### src/rtl/bus_datapath_pkg.sv
// Shared definitions for the parametrised single-bus datapath.
//   alu_op_e    : ALU operation codes carried on alu_op
//   SRC_*       : bus source offsets, added to NREGS to form a bus_src index
//   md_state_e  : state of the iterative multiply/divide sequencer
//   is_iter_op  : true for the operations that run on the iterative unit
package bus_datapath_pkg;

    typedef enum logic [3:0] {
        OP_ADD  = 4'd0,
        OP_SUB  = 4'd1,
        OP_AND  = 4'd2,
        OP_OR   = 4'd3,
        OP_SHR  = 4'd4,
        OP_SHRA = 4'd5,
        OP_SHL  = 4'd6,
        OP_ROR  = 4'd7,
        OP_ROL  = 4'd8,
        OP_NEG  = 4'd9,
        OP_NOT  = 4'd10,
        OP_MUL  = 4'd11,
        OP_DIV  = 4'd12,
        OP_NOP  = 4'd15
    } alu_op_e;

    // Bus sources above the GPR range, relative to NREGS.
    localparam int SRC_HI  = 0;
    localparam int SRC_LO  = 1;
    localparam int SRC_ZHI = 2;
    localparam int SRC_ZLO = 3;
    localparam int SRC_PC  = 4;
    localparam int SRC_MDR = 5;
    localparam int SRC_IN  = 6;
    localparam int SRC_C   = 7;

    // Width of the IR immediate field that is sign-extended onto the bus.
    localparam int C_BITS = 19;

    typedef enum logic {
        MD_IDLE = 1'b0,
        MD_BUSY = 1'b1
    } md_state_e;

    function automatic logic is_iter_op(input logic [3:0] op);
        return (op == OP_MUL) || (op == OP_DIV);
    endfunction

endpackage

### src/rtl/bus_datapath_p_muldiv.sv
// Radix-2 iterative signed multiply/divide, one bit per cycle for WIDTH cycles.
// Operands are converted to magnitudes at launch; signs are applied to the
// final combinational result so it can be loaded on the last busy edge.
//   clk, rst_n   : clock, asynchronous active-low reset (aborts any operation)
//   start_i      : launch; only honoured while idle
//   is_div_i     : 1 = divide, 0 = multiply (sampled with start_i)
//   a_i, b_i     : operands A and B (sampled with start_i)
//   state_o      : sequencer state (busy when MD_BUSY)
//   fin_o        : high during the last busy cycle; result_o valid then
//   done_o       : one-cycle pulse in the cycle after fin_o
//   result_o     : {HI, LO}: product, or {remainder, quotient}
module seq_muldiv
    import bus_datapath_pkg::*;
#(
    parameter int WIDTH = 32
) (
    input  logic               clk,
    input  logic               rst_n,
    input  logic               start_i,
    input  logic               is_div_i,
    input  logic [WIDTH-1:0]   a_i,
    input  logic [WIDTH-1:0]   b_i,
    output md_state_e          state_o,
    output logic               fin_o,
    output logic               done_o,
    output logic [2*WIDTH-1:0] result_o
);

    localparam int CW = (WIDTH > 1) ? $clog2(WIDTH) : 1;
    localparam logic [CW-1:0] LAST = CW'(WIDTH - 1);

    md_state_e        state_q, state_d;
    logic [CW-1:0]    cnt_q;
    logic             div_q, qneg_q, rneg_q, bzero_q, done_q;
    logic [WIDTH-1:0] a_q, m_q, hi_q, lo_q;
    logic [WIDTH-1:0] hi_d, lo_d, dsub;
    logic [WIDTH:0]   msum, dshift;
    logic [WIDTH-1:0] a_mag, b_mag;
    logic [2*WIDTH-1:0] prod;

    assign a_mag = a_i[WIDTH-1] ? -a_i : a_i;
    assign b_mag = b_i[WIDTH-1] ? -b_i : b_i;

    always_comb begin
        state_d = state_q;
        case (state_q)
            MD_IDLE: if (start_i) state_d = MD_BUSY;
            MD_BUSY: if (cnt_q == LAST) state_d = MD_IDLE;
            default: state_d = MD_IDLE;
        endcase
    end

    assign fin_o   = (state_q == MD_BUSY) && (cnt_q == LAST);
    assign state_o = state_q;
    assign done_o  = done_q;

    // One iteration. Multiply: {hi,lo} holds {partial product, multiplier},
    // m holds the multiplicand. Divide: hi is the partial remainder, lo
    // shifts the dividend out and the quotient in, m holds the divisor.
    always_comb begin
        msum   = {1'b0, hi_q} + (lo_q[0] ? {1'b0, m_q} : '0);
        dshift = {hi_q, lo_q[WIDTH-1]};
        dsub   = dshift[WIDTH-1:0] - m_q;
        if (div_q) begin
            if (dshift >= {1'b0, m_q}) begin
                hi_d = dsub;
                lo_d = {lo_q[WIDTH-2:0], 1'b1};
            end else begin
                hi_d = dshift[WIDTH-1:0];
                lo_d = {lo_q[WIDTH-2:0], 1'b0};
            end
        end else begin
            hi_d = msum[WIDTH:1];
            lo_d = {msum[0], lo_q[WIDTH-1:1]};
        end
    end

    // Division by zero bypasses the magnitude path so the dividend comes
    // back unchanged regardless of its sign.
    always_comb begin
        prod = {hi_d, lo_d};
        if (!div_q) begin
            result_o = qneg_q ? -prod : prod;
        end else if (bzero_q) begin
            result_o = {a_q, {WIDTH{1'b1}}};
        end else begin
            result_o = {(rneg_q ? -hi_d : hi_d), (qneg_q ? -lo_d : lo_d)};
        end
    end

    always_ff @(posedge clk or negedge rst_n) begin
        if (!rst_n) begin
            state_q <= MD_IDLE;
            cnt_q   <= '0;
            div_q   <= 1'b0;
            qneg_q  <= 1'b0;
            rneg_q  <= 1'b0;
            bzero_q <= 1'b0;
            done_q  <= 1'b0;
            a_q     <= '0;
            m_q     <= '0;
            hi_q    <= '0;
            lo_q    <= '0;
        end else begin
            state_q <= state_d;
            done_q  <= fin_o;
            if (state_q == MD_IDLE) begin
                cnt_q <= '0;
                if (start_i) begin
                    div_q   <= is_div_i;
                    a_q     <= a_i;
                    qneg_q  <= a_i[WIDTH-1] ^ b_i[WIDTH-1];
                    rneg_q  <= a_i[WIDTH-1];
                    bzero_q <= (b_i == '0);
                    hi_q    <= '0;
                    m_q     <= is_div_i ? b_mag : a_mag;
                    lo_q    <= is_div_i ? a_mag : b_mag;
                end
            end else begin
                hi_q  <= hi_d;
                lo_q  <= lo_d;
                cnt_q <= cnt_q + CW'(1);
            end
        end
    end

endmodule

### src/rtl/bus_datapath_p.sv
// Parametrised single-bus datapath: GPR file, PC/IR/MAR/MDR/Y/HI/LO, Z pair,
// I/O ports, single-cycle ALU and an iterative signed multiply/divide unit.
//   clock, clear          : clock, asynchronous active-low reset
//   bus_src               : encoded bus source (GPRs, then HI..C, else 0)
//   reg_we, reg_idx       : write bus into a GPR
//   pc/ir/mar/y/hi/lo_in  : load bus into that register
//   mdr_in, mem_read      : load MDR from mdata_in (mem_read=1) or the bus
//   z_in, inc_pc, alu_op  : load Z with ALU result or PC+1
//   alu_start/busy/done   : MUL/DIV launch and status
//   in_port_data, out_port_in, out_port : I/O ports
//   bus_out, mar_out, ir_out, pc_out    : observation outputs
module bus_datapath_p
    import bus_datapath_pkg::*;
#(
    parameter int WIDTH = 32,
    parameter int NREGS = 16,
    parameter int RAW   = $clog2(NREGS),
    parameter int SW    = $clog2(NREGS + 8)
) (
    input  logic             clock,
    input  logic             clear,
    input  logic [SW-1:0]    bus_src,
    input  logic             reg_we,
    input  logic [RAW-1:0]   reg_idx,
    input  logic             pc_in,
    input  logic             ir_in,
    input  logic             mar_in,
    input  logic             y_in,
    input  logic             hi_in,
    input  logic             lo_in,
    input  logic             mdr_in,
    input  logic             mem_read,
    input  logic [WIDTH-1:0] mdata_in,
    input  logic             z_in,
    input  logic             inc_pc,
    input  logic [3:0]       alu_op,
    input  logic             alu_start,
    output logic             alu_busy,
    output logic             alu_done,
    input  logic [WIDTH-1:0] in_port_data,
    input  logic             out_port_in,
    output logic [WIDTH-1:0] out_port,
    output logic [WIDTH-1:0] bus_out,
    output logic [WIDTH-1:0] mar_out,
    output logic [WIDTH-1:0] ir_out,
    output logic [WIDTH-1:0] pc_out
);

    localparam int SHW = $clog2(WIDTH);
    localparam int CB  = (WIDTH < C_BITS) ? WIDTH : C_BITS;

    logic [WIDTH-1:0] gpr_q [NREGS];
    logic [WIDTH-1:0] pc_q, ir_q, mar_q, y_q, hi_q, lo_q, mdr_q;
    logic [WIDTH-1:0] zhi_q, zlo_q, outp_q;
    logic [WIDTH-1:0] bus, c_val, alu_res;
    logic [SW-1:0]    src_off;
    logic [SHW-1:0]   sh;
    logic [2*WIDTH-1:0] rot_r, rot_l, md_result;
    logic             launch, md_fin;
    md_state_e        md_state;

    always_comb begin
        for (int i = 0; i < WIDTH; i++) begin
            c_val[i] = (i < CB) ? ir_q[i] : ir_q[CB-1];
        end
    end

    always_comb begin
        bus     = '0;
        src_off = bus_src - SW'(NREGS);
        if (bus_src < SW'(NREGS)) begin
            bus = gpr_q[bus_src[RAW-1:0]];
        end else begin
            case (src_off)
                SW'(SRC_HI):  bus = hi_q;
                SW'(SRC_LO):  bus = lo_q;
                SW'(SRC_ZHI): bus = zhi_q;
                SW'(SRC_ZLO): bus = zlo_q;
                SW'(SRC_PC):  bus = pc_q;
                SW'(SRC_MDR): bus = mdr_q;
                SW'(SRC_IN):  bus = in_port_data;
                SW'(SRC_C):   bus = c_val;
                default:      bus = '0;
            endcase
        end
    end

    // A = Y, B = bus. NEG and NOT are unary on B. Rotates use a doubled
    // copy of A so no shift amount ever reaches WIDTH.
    always_comb begin
        sh      = bus[SHW-1:0];
        rot_r   = {y_q, y_q} >> sh;
        rot_l   = {y_q, y_q} << sh;
        alu_res = '0;
        case (alu_op)
            OP_ADD:  alu_res = y_q + bus;
            OP_SUB:  alu_res = y_q - bus;
            OP_AND:  alu_res = y_q & bus;
            OP_OR:   alu_res = y_q | bus;
            OP_SHR:  alu_res = y_q >> sh;
            OP_SHRA: alu_res = $signed(y_q) >>> sh;
            OP_SHL:  alu_res = y_q << sh;
            OP_ROR:  alu_res = rot_r[WIDTH-1:0];
            OP_ROL:  alu_res = rot_l[2*WIDTH-1:WIDTH];
            OP_NEG:  alu_res = -bus;
            OP_NOT:  alu_res = ~bus;
            default: alu_res = '0;
        endcase
    end

    assign alu_busy = (md_state == MD_BUSY);
    assign launch   = alu_start && is_iter_op(alu_op) && !alu_busy;

    seq_muldiv #(.WIDTH(WIDTH)) u_muldiv (
        .clk      (clock),
        .rst_n    (clear),
        .start_i  (launch),
        .is_div_i (alu_op == OP_DIV),
        .a_i      (y_q),
        .b_i      (bus),
        .state_o  (md_state),
        .fin_o    (md_fin),
        .done_o   (alu_done),
        .result_o (md_result)
    );

    always_ff @(posedge clock or negedge clear) begin
        if (!clear) begin
            for (int i = 0; i < NREGS; i++) gpr_q[i] <= '0;
            pc_q   <= '0;
            ir_q   <= '0;
            mar_q  <= '0;
            y_q    <= '0;
            hi_q   <= '0;
            lo_q   <= '0;
            mdr_q  <= '0;
            zhi_q  <= '0;
            zlo_q  <= '0;
            outp_q <= '0;
        end else begin
            if (reg_we)      gpr_q[reg_idx] <= bus;
            if (pc_in)       pc_q   <= bus;
            if (ir_in)       ir_q   <= bus;
            if (mar_in)      mar_q  <= bus;
            if (y_in)        y_q    <= bus;
            if (hi_in)       hi_q   <= bus;
            if (lo_in)       lo_q   <= bus;
            if (out_port_in) outp_q <= bus;
            if (mdr_in)      mdr_q  <= mem_read ? mdata_in : bus;
            // The iterative unit owns Z while busy; a launch beats z_in.
            if (md_fin) begin
                {zhi_q, zlo_q} <= md_result;
            end else if (z_in && !alu_busy && !launch) begin
                zlo_q <= inc_pc ? pc_q + WIDTH'(1) : alu_res;
                zhi_q <= '0;
            end
        end
    end

    assign out_port = outp_q;
    assign bus_out  = bus;
    assign mar_out  = mar_q;
    assign ir_out   = ir_q;
    assign pc_out   = pc_q;

endmodule

### config.mk
export PLATFORM = sky130hd
export DESIGN_NAME = bus_datapath_p
export DESIGN_NICKNAME = d
export VERILOG_FILES = /design/src/rtl/bus_datapath_pkg.sv /design/src/rtl/bus_datapath_p_muldiv.sv /design/src/rtl/bus_datapath_p.sv
export SDC_FILE = /design/constraint.sdc
export NUM_CORES = 2
export LEC_CHECK = 0
export ABC_AREA = 1
export BUFFER_PORTS_ARGS = -buffer_cell sky130_fd_sc_hd__buf_4
export CORE_MARGIN = 2
export CORE_UTILIZATION = 29
export CTS_CLUSTER_DIAMETER = 120
export DETAILED_ROUTE_END_ITERATION = 10
export GPL_ROUTABILITY_DRIVEN = 0
export PLACE_DENSITY_LB_ADDON = 0.12
export SKIP_CTS_REPAIR_TIMING = 1
export SLEW_MARGIN = 20
export SYNTH_ARGS = -nofsm -noshare
export SYNTH_HDL_FRONTEND = slang
export SYNTH_SLANG_ARGS = --single-unit
export TNS_END_PERCENT = 20
### constraint.sdc
create_clock -name clock -period 5.3 [get_ports clock]
set_input_delay 0 -clock clock [delete_from_list [all_inputs] [get_ports clock]]
set_output_delay 0 -clock clock [all_outputs]
set_load 0.05 [all_outputs]
; After elaboration in Yosys (flattened, before gate mapping)
; Index checks and enable logic that the tools add are counted.
[classes]
n_reduce_logical = 15
muxes = 37
order_cmp = 5
n_bitwise = 7
n_mul = 0
div_mod_pow = 0
eq_ne = 20
add_sub_neg = 12
shift = 5
[op_table]
columns = operator, count
row1 = $mux 32, 24
row2 = $bwmux 512, 1
row3 = $pmux 32 s11, 1
row4 = $pmux 32 s8, 1
row5 = $mux 64, 3
row6 = $bmux 32 s4, 1
row7 = $demux 32 s4, 1
row8 = $neg 32->32, 4
row9 = $neg 64->64, 1
row10 = $shl 64x5->64, 1
row11 = $shr 64x5->32, 1
row12 = $sub 32x32->32, 2
row13 = $add 32x33->33, 1
row14 = $ge 33x32->1, 1
row15 = $add 32x1->32 const B, 1
row16 = $add 32x32->32, 1
row17 = $and 32x32->32, 1
row18 = $logic_not 32->1, 1
row19 = $not 32->32, 1
row20 = $or 32x32->32, 1
row21 = $shl 32x5->32, 1
row22 = $shr 32x5->32, 1
row23 = $sshr 32x5->32, 1
row24 = $eq 4x4->1 const B, 5
row25 = other kinds (25), 44
[totals]
rom_bits = 0
ff_bits = 971
out_inout_bits = 162
wordCells = 138
mem_count = 0
mem_bits_rw = 0
latchBits = 0
input_bits = 92

; Logic depth before layout (Yosys ltp)
[logic_depth]
depth_word = 10
ltp_mapped = 41
depth_no_buf = 39

; By module
; A second synthesis with hierarchy kept.
[unflattened]
hier_cells = 9761
area_unflattened_um2 = 65967.0
[modules_own_cells]
columns = mod, area_each_um2, seq_area_each_um2, n_inst, cells_per_inst
row1 = bus_datapath_p, 48789.3, 20820.0, 1, 6848
row2 = seq_muldiv, 17177.7, 3453.3, 1, 2913

; Worst setup path before layout
; OpenSTA, ideal clock, no wires.
[synth_timing]
path_kind = register to register
from = reg pc_q[0], in the netlist pc_out[0]
to = reg zlo_q[17]
t_arrival_ns = 4.394
setup_ns = 0.116
path_buffers = 3
path_stages_with_launch = 31
required_ns = 5.184
synth_period_minus_slack_ns = 4.511
path_slack_ns = 0.789
cell_sequence = dfrtp_1 > nand4_1 > nand2_1 > nor2_1 > nand3_2 > nand2_1 > buf_4 > buf_2 > buf_2 > nor2_1 > nor2_1 > inv_1 > o21ai_0 > inv_1 > ha_1 > nand2_1 > o21ai_0 > a21boi_0 > o21ai_0 > a21oi_1 > o21ai_0 > a21oi_1 > or2_2 > nand3_1 > nand3_1 > nor2_1 > nand2_1 > nand2_1 > nand2_1 > nand2_1 > nand2_1
[synth_via]
elab_chain_cells = 7
elab_cells_between_ends = 15
cone_classes = 4 x add/sub / 5 x shift / 6 x mux
[synth_rtl]
columns = element, line
row1 = "start, declared", bus_datapath_p.sv:53  ; logic [WIDTH-1:0] pc_q, ir_q, mar_q, y_q, hi_q, lo_q, mdr_q;
row2 = "start signal, assigned", bus_datapath_p.sv:142  ; if (pc_in) pc_q <= bus;
row3 = $pmux 32 s8, bus_datapath_p.sv:74  ; case (src_off)
row4 = $mux 32, bus_datapath_p.sv:71  ; if (bus_src < SW'(NREGS)) begin
row5 = "$neg 32->32, or another cell as far along", bus_datapath_p.sv:105  ; OP_NEG: alu_res = -bus;
row6 = $pmux 32 s11, bus_datapath_p.sv:95  ; case (alu_op)
row7 = $mux 32 *, bus_datapath_p.sv:154  ; zlo_q <= inc_pc ? pc_q + WIDTH'(1) : alu_res;
row8 = $mux 32 *, bus_datapath_p.sv:153  ; end else if (z_in && !alu_busy && !launch) begin
row9 = $mux 32 *, bus_datapath_p.sv:151  ; if (md_fin) begin
row10 = "end signal, assigned", bus_datapath_p.sv:152  ; {zhi_q, zlo_q} <= md_result;
row11 = "end signal, assigned", bus_datapath_p.sv:154
row12 = "end, declared", bus_datapath_p.sv:54  ; logic [WIDTH-1:0] zhi_q, zlo_q, outp_q;
; Every way passes the cells marked *; elsewhere a longest branch is shown, timed or not. The select of a mux whose other input is x is not followed.
; A chain may end at the register's enable or synchronous reset.

; Worst setup path after layout
[layout_timing]
from = reg zhi_q[0]
to = reg zlo_q[21]
[layout_via]
elab_chain_cells = 7
elab_cells_between_ends = 14
cone_classes = 3 x add/sub / 5 x shift / 6 x mux
[layout_rtl]
columns = element, line
row1 = "start, declared", bus_datapath_p.sv:54
row2 = "start signal, assigned", bus_datapath_p.sv:152
row3 = $pmux 32 s8 *, bus_datapath_p.sv:74
row4 = $mux 32 *, bus_datapath_p.sv:71
row5 = "$neg 32->32, or another cell as far along", bus_datapath_p.sv:105
row6 = $pmux 32 s11 *, bus_datapath_p.sv:95
row7 = $mux 32 *, bus_datapath_p.sv:154
row8 = $mux 32 *, bus_datapath_p.sv:153
row9 = $mux 32 *, bus_datapath_p.sv:151
; Marks and branches as above.

==> reports/metrics.sh <==
RESULT_OF_THE_RUN='complete, but fails checks'
FAILED_CHECKS='negative hold slack'
DRTANTENNAVIOLNETS=0
GRT_ANTENNA_BEFORE_REPAIR=10
FINAL_COMMON_CELL='nand2_1'
GROWTH_OF_DESIGN_AREA_FROM_SYNTHESIS_TO_FINISH_PCT=20.8
DETAILEDROUTE.FIRSTITERATIONVIOLATIONS=7716
CTS-ROOT-BUF='clkbuf_16'
SYNTH.CELL_AREA_UM2=63800
CORE.ROWCOUNT=172
SYNTH_EDF_COUNT=0
DIEHEIGHT_UM=473
PLACED_CELLS=12833
PEAK_FANOUT_ALONG_THE_CRITICAL_PATH=5
IOS=254
TIMING.FINAL.CRIT_SHARE_PCT=96.7
DESIGN_POWER_TOTAL_W=0.0388
SYN_INST=9742
GRT_FIRST_PASS_WIRELENGTH_MM=484
GLOBALROUTE.TOTALOVERFLOW=0
FINAL.HOLD.WORST_SLACK_NS=-0.0442
YS_SEQ_AREA_SHARE_PCT=38.0
FINALNONFILLERCELLS=13174
FINCLKSKEW_NS=0.0741
CTS_BUFFERS=119
MET2_WL_POST_DR_MM=158
DR.PASS1.ITERS=9
CLK_TRANSITION_REPORTED_PATHS_NS=0.06
TOTAL_HALF_PERIMETER_WIRELENGTH_AFTER_LEGALIZATION_AND_DETAILED_PLACEMENT_MM=255
SETUP-TNS-FINAL_NS=0
YOSYS.AREA.TOP_TYPE='dfrtp_1'
SYNTH_TOP_AREA_SHARE_PCT=38.0
UNREPAIRED_SETUP_ENDPOINTS_AFTER_GLOBAL_ROUTING='true'
POSTSYNTHREGISTERBITS=970
TIMING.CRITICAL_PATH.ARRIVAL_NS=5.82
FMAX_GHz=0.195
FILLER_CELL_COUNT=23807
MULTIINPUTGATEAREA_UM2=34600
END_KIND='register'
FINAL_CELL_AREA_UM2=77100
WORST-ENDPOINT-REQUIRED_NS=6.00
POST_SYNTHESIS_MEAN_INSTANCE_AREA_UM2=6.55
CRITPATHSLOWESTCELL='dfrtp_1'
POWER_DENSITY_nW_PER_UM2=504
FINALSETUPVIOLCOUNT=0
VIAS_PER_CELL=5.34
GRT_START_MAX_NET_PINS=183
LARGEST_REGISTER='gpr_q'
ROUTED_WL_MM=343
POST_SYNTH_MAIN_AREA_CONTRIBUTORS='dfrtp_1 (38%), nand2_1 (18%), nand3_1 (6.8%)'
CP_COMMON_CELL='nand2_1'
WORST_HOLD_CLASS='input pin to register'
CRITPATHTOPFAMILY='simple AND/OR/NAND/NOR gates'
IR_DROP_mV=0.311
WL_MET1_MM=135
EFFECTIVE_UTILIZATION_AT_FLOORPLAN_PCT=29.1
POSTSYNTH.TOPFLOPCELL='dfrtp_1'
FINALCRITICALPERIOD_NS=5.12
TIMING_MAX_TRANSITION_VIOLATIONS_FINAL=0
POST-ROUTE-DRC-COUNT=0
GROUTE.USAGE.OVERALL_PCT=29.6
SYNTHARSTFLOPSHARE_PCT=100
FINAL_NETS=10404
CLOCK_TREE_FROM_TRITONCTS='yes'
VIAS=70372
CELLLEAKAGEPOWER_nW=37.7
VIA_COUNT_OF_THE_FIRST_GLOBAL_ROUTING_PASS=66031
SYNTH_CELL_TYPES=59
POST_ROUTE_CELLS_DRIVE_ABOVE_1_SHARE_PCT=11.3
CLOCK_TREE.BUFFER_DEPTH=3
MAXSLEWHEADROOM_PCT=19.4
WORST_SETUP_PATH_START_KIND='register'
FINAL_CELL_MIX='nand2_1 (3081), nor2_1 (1008), dfrtp_1 (967)'
WORSTSKEWPAIRLATENCY_NS=0.81
CRITICAL_PATH_CLASS='register to register'
HOLD_VIOL=24
CORE_AREA_UM2=219000
COUNT_OF_MAX_CAP_CONSTRAINT_VIOLATIONS=0
POSTPLACECELLAREA_UM2=71600
TIGHTEST_SLEW_NS=1.20
TOP_SIG_LAYER='met5'
SYN-NUM-NETS=9944
ROUTE.DETAILED.WL_PER_INST_UM=26.0
LARGEST_REGISTER_FF_COUNT=512
DIE-AREA_UM2=224000
NUMPORTBUFFERS=253
REGISTER_AREA_UM2=24300
CLOCK_SINKS=970
DIE_WIDTH_UM=473
YS_WARN_COUNT=0
METAL3_WL_MM=24.3
CPPEAKSTAGEDELAY_NS=0.56
FINAL_UTIL_PCT=35.2
HTREE_NUM_LEVELS=3
CRITICAL_PATH.N_BUFFERS_INVERTERS=7
==> report_power, final <==
group	internal [W]	leakage, nW	switching, W
logic	0.00581	23.6	0.0136
clock network	0.00521	2.04	0.00364
registers	0.00917	12.1	0.00143
total	0.0202	37.7	0.0187
==> synthesized netlist by cell type, drive strengths merged (20+ instances only) <==
cell type / count
nand2: 3101
nor2: 1053
dfrtp: 970
o21ai: 891
nand3: 876
inv: 797
a21oi: 773
clkbuf: 361
buf: 203
nand4: 118
ha: 107
nor3: 69
o22ai: 52
xor2: 49
o211ai: 41
o221ai: 31
a22oi: 28
or2: 27
a31oi: 23
clkinv: 20
==> worst min-delay path, delay by kind of cell <==
kind | cells | cell delay [ns]
compound gates | 1 | 0.16
simple gates | 2 | 0.24
buf+inv | 2 | 0.31
==> worst paths after layout <==
check,start,slack [ns],cells after the start,end
worst max register to register,zhi_q[0],0.18,36,zlo_q[21]
worst min-delay path,reg_idx[2],-0.04,5,gpr_q[511]
min in group asynchronous,clear,-0.02,3,u_muldiv.hi_q[31]
max in group asynchronous,clear,4.27,3,gpr_q[285]
worst max-delay path,zhi_q[0],0.18,36,zlo_q[21]
worst min register to register,u_muldiv.cnt_q[0],0.48,1,u_muldiv.cnt_q[0]
==> metal layers <==
metal  global-route usage, %  vias up
li1                        -    32701
met1                    36.5    33747
met2                    48.3     3076
met3                    4.68      836
met4                    18.9       12
met5                       0        -
==> through the flow <==
| step | worst slack [ns] | hold slack [ns] |
|---|---|---|
| 5_1_grt | -0.0672 | 0.00464 |
| 6_report | 0.176 | -0.0442 |
| 4_1_cts | -0.194 | -0.802 |
| 3_5_place_dp | -0.601 | 0.0705 |
| 3_3_place_gp | -0.566 | 0.0627 |
| 2_1_floorplan | 0.789 | -0.296 |
==> logic make-up after synthesis <==
family | count (synthesis) | share of synthesized area [%]
compound gates | 1930 | 16.4
xor+xnor | 62 | 0.851
buf+inv | 1381 | 8.57
fa+ha+maj | 110 | 2.19
simple gates | 5289 | 34.0
flops | 970 | 38.0
==> cell type report <==
cell class	count	share of cell area, %
diodes	2	0.00649
well taps	2871	4.66
repair buffers	903	9.57
multi-input cells	7391	44.8
clock buffers	176	4.54
clock inverters	44	0.899
inverters	817	3.98
flip-flops and latches	970	31.5
Power figures use the tool's default switching activity.
